==> config.mk <==
export PLATFORM = sky130hd
export DESIGN_NAME = coin_pulse_encoder
export DESIGN_NICKNAME = d
export VERILOG_FILES = /design/src/rtl/coin_pulse_encoder.sv
export SDC_FILE = /design/constraint.sdc
export NUM_CORES = 1
export LEC_CHECK = 0
export CORE_ASPECT_RATIO = 1.25
export CORE_MARGIN = 5
export CORE_UTILIZATION = 59
export DETAILED_ROUTE_END_ITERATION = 16
export PLACE_DENSITY = 0.81
export SKIP_CTS_REPAIR_TIMING = 1
export SLEW_MARGIN = 20
export SYNTH_ARGS = -nofsm -noshare
export SYNTH_HDL_FRONTEND = slang
export SYNTH_SLANG_ARGS = --single-unit
==> constraint.sdc <==
create_clock -name Clock -period 2.1 [get_ports Clock]
set_input_delay 0.315 -clock Clock [delete_from_list [all_inputs] [get_ports Clock]]
set_output_delay 0.315 -clock Clock [all_outputs]
set_load 0.005 [all_outputs]
==> src/rtl/coin_pulse_encoder.sv <==
// Coin validator front end: synchronizes and debounces the raw pulse train, counts
// pulses per coin and strobes a 3-bit coin code (Enable) or a Reject.
module coin_pulse_encoder #(
  parameter int DEBOUNCE_CYCLES = 4,
  parameter int GAP_CYCLES      = 1000,
  parameter int STUCK_CYCLES    = 5000
) (
  input  logic       Clock,
  input  logic       Reset,
  input  logic       Pulse_In,
  output logic [2:0] Coin,
  output logic       Enable,
  output logic       Reject,
  output logic       Busy
);

  localparam int DB_W  = $clog2(DEBOUNCE_CYCLES + 1);
  localparam int GAP_W = $clog2(GAP_CYCLES);
  localparam int HI_W  = $clog2(STUCK_CYCLES);

  localparam logic [DB_W-1:0]  DB_LAST  = DB_W'(DEBOUNCE_CYCLES - 1);
  localparam logic [DB_W-1:0]  DB_ONE   = DB_W'(1);
  localparam logic [GAP_W-1:0] GAP_LAST = GAP_W'(GAP_CYCLES - 1);
  localparam logic [GAP_W-1:0] GAP_ONE  = GAP_W'(1);
  localparam logic [HI_W-1:0]  HI_LAST  = HI_W'(STUCK_CYCLES - 1);
  localparam logic [HI_W-1:0]  HI_ONE   = HI_W'(1);

  typedef enum logic [2:0] {
    IDLE     = 3'd0,
    PULSE_HI = 3'd1,
    PULSE_LO = 3'd2,
    EMIT     = 3'd3,
    REJECT   = 3'd4,
    WAIT_LOW = 3'd5
  } state_t;

  logic             sync1_q, sync1_d, sync2_q, sync2_d;
  logic             lvl_q, lvl_d;
  logic [DB_W-1:0]  db_cnt_q, db_cnt_d;
  state_t           state_q, state_d;
  logic [2:0]       count_q, count_d;
  logic [HI_W-1:0]  hi_timer_q, hi_timer_d;
  logic [GAP_W-1:0] gap_timer_q, gap_timer_d;
  logic [2:0]       coin_q, coin_d;
  logic             enable_q, enable_d;
  logic             reject_q, reject_d;
  logic             busy_q, busy_d;

  // Synchronizer and debouncer: lvl follows the synced input only after a full run of differing samples.
  always_comb begin
    sync1_d  = Pulse_In;
    sync2_d  = sync1_q;
    lvl_d    = lvl_q;
    db_cnt_d = {DB_W{1'b0}};
    if (sync2_q != lvl_q) begin
      if (db_cnt_q == DB_LAST) begin
        lvl_d    = sync2_q;
        db_cnt_d = {DB_W{1'b0}};
      end else begin
        db_cnt_d = db_cnt_q + DB_ONE;
      end
    end else begin
      db_cnt_d = {DB_W{1'b0}};
    end
  end

  // Coin FSM next state; strobes and Coin are computed here so they register with the state.
  always_comb begin
    state_d     = state_q;
    count_d     = count_q;
    hi_timer_d  = hi_timer_q;
    gap_timer_d = gap_timer_q;
    coin_d      = coin_q;
    enable_d    = 1'b0;
    reject_d    = 1'b0;
    case (state_q)
      IDLE: begin
        if (lvl_q) begin
          state_d    = PULSE_HI;
          count_d    = 3'd1;
          hi_timer_d = {HI_W{1'b0}};
        end else begin
          count_d    = 3'd0;
        end
      end
      PULSE_HI: begin
        if (!lvl_q) begin
          state_d     = PULSE_LO;
          gap_timer_d = {GAP_W{1'b0}};
        end else if (hi_timer_q == HI_LAST) begin
          state_d  = REJECT;
          reject_d = 1'b1;
        end else begin
          hi_timer_d = hi_timer_q + HI_ONE;
        end
      end
      PULSE_LO: begin
        if (lvl_q) begin
          state_d    = PULSE_HI;
          count_d    = (count_q == 3'd7) ? 3'd7 : count_q + 3'd1;
          hi_timer_d = {HI_W{1'b0}};
        end else if (gap_timer_q == GAP_LAST) begin
          if ((count_q == 3'd1) || (count_q == 3'd5)) begin
            state_d  = EMIT;
            enable_d = 1'b1;
            coin_d   = count_q;
          end else begin
            state_d  = REJECT;
            reject_d = 1'b1;
          end
        end else begin
          gap_timer_d = gap_timer_q + GAP_ONE;
        end
      end
      EMIT: begin
        state_d = IDLE;
        count_d = 3'd0;
      end
      REJECT: begin
        // A still-high input must drop before a new coin can start.
        state_d = lvl_q ? WAIT_LOW : IDLE;
        count_d = 3'd0;
      end
      WAIT_LOW: begin
        if (!lvl_q) begin
          state_d = IDLE;
        end else begin
          state_d = WAIT_LOW;
        end
      end
      default: begin
        state_d = IDLE;
        count_d = 3'd0;
      end
    endcase
    busy_d = (state_d != IDLE);
  end

  // State, datapath and output registers with synchronous reset.
  always_ff @(posedge Clock) begin
    if (Reset) begin
      sync1_q     <= 1'b0;
      sync2_q     <= 1'b0;
      lvl_q       <= 1'b0;
      db_cnt_q    <= {DB_W{1'b0}};
      state_q     <= IDLE;
      count_q     <= 3'd0;
      hi_timer_q  <= {HI_W{1'b0}};
      gap_timer_q <= {GAP_W{1'b0}};
      coin_q      <= 3'd0;
      enable_q    <= 1'b0;
      reject_q    <= 1'b0;
      busy_q      <= 1'b0;
    end else begin
      sync1_q     <= sync1_d;
      sync2_q     <= sync2_d;
      lvl_q       <= lvl_d;
      db_cnt_q    <= db_cnt_d;
      state_q     <= state_d;
      count_q     <= count_d;
      hi_timer_q  <= hi_timer_d;
      gap_timer_q <= gap_timer_d;
      coin_q      <= coin_d;
      enable_q    <= enable_d;
      reject_q    <= reject_d;
      busy_q      <= busy_d;
    end
  end

  assign Coin   = coin_q;
  assign Enable = enable_q;
  assign Reject = reject_q;
  assign Busy   = busy_q;

endmodule

-- Word level (Yosys, flattened, before mapping)
Index checks and enable logic that the tools add are counted.
- register bits after elaboration: 41
- input bits: 3
- output and inout port bits: 6
- add/sub/neg operators: 4
- equal/unequal tests: 18
- mux-type cells: 27
- bitwise gates (word level): 5
- reduce and logical (&&, ||, !) cells: 15
- operators with widths (operator ; number):
    two-way mux 13 bit ; 3
    two-way mux 10 bit ; 3
    two-way mux 3 bit ; 9
    one-hot mux 13 bit (2 select lines) ; 1
    one-hot mux 10 bit (2 select lines) ; 1
    adder 13 x 1 -> 13 bit, second input constant ; 1
    equality test 13 bit, second input constant ; 1
    equality test 3 bit, second input constant ; 4
    != test 2 bit, second input constant ; 6
    one-hot mux 3 bit (4 select lines) ; 1
    AND reduction 4 bit ; 3
    adder 10 x 1 -> 10 bit, second input constant ; 1
    equality test 10 bit, second input constant ; 1
    one-hot mux 3 bit (3 select lines) ; 1
    two-way mux 1 bit ; 7
    adder 3 x 1 -> 3 bit, second input constant ; 2
    equality test 3 x 1 -> 1 bit, second input constant ; 2
    equality test 3 x 2 -> 1 bit, second input constant ; 2
    OR reduction 2 bit ; 3
    NOT 1 bit ; 5
    AND reduction 2 bit ; 2
    nonzero test 2 bit ; 2
    OR reduction 4 bit ; 1
    logical NOT 3 bit ; 1
    other kinds (6) ; 6

-- Longest topological paths before layout
- depth after elaboration: 7
- mapped depth: 7
- gate-level depth less buffers: 5

-- Worst setup path before layout
OpenSTA, ideal clock, no wires.
- path type: register to register
- from: register gap_timer_q[0]
- to: register coin_q[1], in the netlist Coin[1]
- arrival time: 1704 ps
- data required time: 2030 ps
- path slack: 325 ps
- stages on the path, launching flop included: 7
- path buffers: 1
- cells stage by stage: dfxtp_1 -> ha_1 -> nand4_1 -> or3_1 -> clkbuf_1 -> or3_1 -> a21oi_1
- longest elaborated chain between the ends: 2
- ends and longest elaborated chain (what ; line ; text):
    start, declared ; 43 ; logic [GAP_W-1:0] gap_timer_q, gap_timer_d;
    start signal, assigned ; 149 ; gap_timer_q <= {GAP_W{1'b0}};
    start signal, assigned ; 162 ; gap_timer_q <= gap_timer_d;
    equality test 10 bit ; 102 ; end else if (gap_timer_q == GAP_LAST) begin
    AND reduction 4 bit (no source line) ; -- ;
    end signal, assigned ; 163 ; coin_q <= coin_d;
    end, declared ; 44 ; logic [2:0] coin_q, coin_d;
No other way between the ends.
A chain may end at the register's enable or synchronous reset.

-- Final worst setup path
Same ends and word-level chain as after synthesis.

==> results.cfg <==
[run_status]
status = finished, final reports clean

[sta]
skew_ns = 0.00926
finalHoldViolations = 0
fin_ws_ns = 0.171
fmax_mhz = 518
relSlewSlack_pct = 61.7
rsz0062_at_grt = false
fin_setup_tns_ns = 0
finalSetupViolCount = 0
min_period_ns = 1.93
fin_crit_sh_pct = 91.8
worstMarginPinSlew_ns = 0.573
drv_slew = 0

[global_route]
grt_pass1_wl_um = 7950
antenna_found_initial = 0
grt_pass1_vias = 1831
globalRouteOverflowTotal = 0
grt_start_max_net_pins = 14
track_usage_pct = 20.0

[synth]
muxShareOfSynthArea_pct = 4.36
ys.flop_type = dfxtp_1
postSynthCellCount = 241
synth-simple-area-share_pct = 29.1
synthesis.area_um2 = 2120
ys_top_cells_by_area = dfxtp_1 39%, ha_1 3.5%, mux2i_1 3.3%
yosys_warnings = 0
yosys.area.top_type = dfxtp_1
yosys_register_bits = 41
synth_cell_type_count = 50
async_flop_share_pct = 0
synth_top_family_by_area = simple AND/OR/NAND/NOR gates
yosysSeqAreaShare_pct = 38.6
synth_compound_gate_area_share_pct = 16.4
synth_nets = 250
synth_fa_ha_area_share_pct = 3.53
netlist.area_leader.share_pct = 38.6
synth_xor_xnor_area_share_pct = 3.30
avgSynthCellArea_um2 = 8.82
synth-edff-count = 0

[setup_path]
required_ns = 2.34
r2r-end = Coin[1]$_SDFFE_PP0P_
rrSetupSlack_ns = 0.17
cp-end-kind = flip-flop
rr_startpoint = gap_timer_q[0]$_SDFFE_PP0P_
crit_path_start_kind = flip-flop
reg2reg_depth = 5
cp.arrival_ns = 2.17
crit_fanout = 8
criticalPathCategory = reg2reg

[pwr]
p_leak_uw = 0.000814
ir_drop_mv = 0.608
power.density_nw_per_um2 = 646
total_power_uw = 1560

[route]
drc_errors = 0
drt_first_pass_iters = 4
wl_per_cell_um = 15.5
ant_nets = 0
initialDrtViolationCount = 142
num_vias = 1848
viasPerCell = 6.26
drt_wl_total_um = 4580

[run]
drv_cap = 0

[clock_tree]
cts.root.buffer_cell = clkbuf_8
cts_tree = done
cts_buffers = 5
htree_num_levels = 2
cts.sinks = 41
cts.clk_slew.worst_paths_ns = 0.08
clk_latency_ns = 0.30
cts_max_path_buffers = 2

[placed_design]
dp_cells = 285
post-place-ws_ns = 0.113
dp_hpwl_um = 3350
port_buffers = 8
place_congestion = 0.861

[layout]
drive_gt1_share_pct = 11.7
finalNetCount = 264
stdcell_count = 295
diodes = 0
area_growth_pct = 14.0
post-route-util_pct = 69.5

[die]
row_count = 24
die_area_um2 = 4910
dieWidth_um = 63.7
dieHeight_um = 77.1
core_area_um2 = 3480
ios = 9
start_util_pct = 61.0

[worst_hold_path]
min_path_cells = 1
hp-start = db_cnt_q[0]$_SDFF_PP0_
min_path_type = reg2reg
holdPathEnd = db_cnt_q[0]$_SDFF_PP0_
cells by family after synthesis:
logic type               after synthesis
buffers and inverters                 22
AO/OA/AOI/OAI                         51
AND/OR/NAND/NOR                      104
XOR/XNOR                               8
multiplexers                           9
flip-flops                            41
adder cells (fa/ha/maj)                6
metrics by stage:
step           instance area [um^2]  hold WS [ns]
3_5_place_dp                   2270         0.421
3_3_place_gp                   2270         0.414
2_1_floorplan                  2120         0.399
5_1_grt                        2420         0.465
4_1_cts                        2410         0.431
6_report                       2420         0.424
worst max-delay path by stage:
stage	from	endpoint	slack, ns	cells past startpoint
2_1_floorplan	gap_timer_q[0]$_SDFFE_PP0P_	Coin[1]$_SDFFE_PP0P_	0.33	6
3_3_place_gp	lvl_q$_SDFFE_PP0P_	hi_timer_q[5]$_SDFFE_PP0P_	0.19	4
3_5_place_dp	lvl_q$_SDFFE_PP0P_	hi_timer_q[9]$_SDFFE_PP0P_	0.11	4
4_1_cts	lvl_q$_SDFFE_PP0P_	hi_timer_q[9]$_SDFFE_PP0P_	0.08	4
5_1_grt	gap_timer_q[0]$_SDFFE_PP0P_	Coin[1]$_SDFFE_PP0P_	0.04	5
6_report	gap_timer_q[0]$_SDFFE_PP0P_	Coin[1]$_SDFFE_PP0P_	0.17	5
power breakdown:
| part | leakage (uW) | switching [uW] | total, uW | internal, uW |
|---|---|---|---|---|
| Clock | 0.0000681 | 277 | 750 | 472 |
| Sequential | 0.000331 | 0.959 | 780 | 779 |
| Combinational | 0.000415 | 18.7 | 34.9 | 16.2 |
| Total | 0.000814 | 297 | 1560 | 1270 |
critical path, cell delays in order, from the launching register on:
cell     delay, ns
dfxtp_1       0.39
ha_1          0.22
nand4_1       0.23
or3_1         0.53
or3_1         0.39
a21oi_1       0.12
sequential cells by signal (all words and copies together) (netlist names):
signal / cells
db_cnt_q: 3
count_q: 3
Coin: 3
Reject: 1
Enable: 1
lvl_q: 1
hi_timer_q: 13
sync2_q: 1
sync1_q: 1
Busy: 1
gap_timer_q: 10
state_q: 3
layer usage:
layer,up-vias,GRT usage (%),routed length [um]
met2,46,36.8,2430
li1,916,-,-
met1,871,20.1,1820
met4,0,10.4,172
met5,-,0,0
met3,15,5.26,155
area by class of cell:
| type | count | area (um^2) |
|---|---|---|
| Multi-Input combinational cell | 178 | 1200 |
| Fill cell | 283 | 1060 |
| Sequential cell | 41 | 821 |
| Timing Repair Buffer | 23 | 193 |
| Clock buffer | 5 | 68.8 |
| Clock inverter | 3 | 65.1 |
| Tap cell | 39 | 48.8 |
| Inverter | 6 | 22.5 |
cell usage in the layout (no fill, tap or decap), drive strengths merged, types with 2 or more instances in the layout:
cell type      synthesis  routed
and3                   3       3
nand2b                 5       5
or3b                   2       2
a21boi                 5       5
nor2                  17      17
a211oi                 3       3
a21oi                 13      13
ha                     6       6
nor3                   2       2
xor2                   2       2
nand3                 13      13
nor4b                  4       4
or3                   10      10
nor2b                  3       3
inv                    6       6
o21ai                 14      14
bufinv                 0       2
clkdlybuf4s50          0       8
or4                    4       4
nand4                 10      10
clkbuf                 8       5
o31ai                  5       5
xnor2                  6       6
nand2                 17      17
o311ai                 4       4
or4b                   2       2
dfxtp                 41      41
and4                   3       3
o41ai                  2       2
mux2                   2       2
mux2i                  7       7
buf                    8      15
synthesized netlist by cell type, types with 2 or more instances:
| cell type | instances |
|---|---|
| o31ai_1 | 5 |
| xnor2_1 | 6 |
| dfxtp_1 | 41 |
| o311ai_0 | 4 |
| mux2_2 | 2 |
| nor3_1 | 2 |
| a21boi_0 | 5 |
| xor2_1 | 2 |
| clkbuf_1 | 8 |
| or3b_2 | 2 |
| nor2_1 | 16 |
| nand2_1 | 17 |
| nor4b_1 | 3 |
| o41ai_1 | 2 |
| a211oi_1 | 3 |
| and3_1 | 3 |
| nand3_1 | 13 |
| a21oi_1 | 13 |
| or3_1 | 10 |
| ha_1 | 6 |
| mux2i_1 | 7 |
| nor2b_1 | 3 |
| nand2b_1 | 5 |
| buf_2 | 5 |
| and4_1 | 3 |
| nand4_1 | 10 |
| o21ai_0 | 13 |
| or4b_1 | 2 |
| inv_1 | 6 |
| or4_1 | 4 |
(Power assumes the default switching activity.)
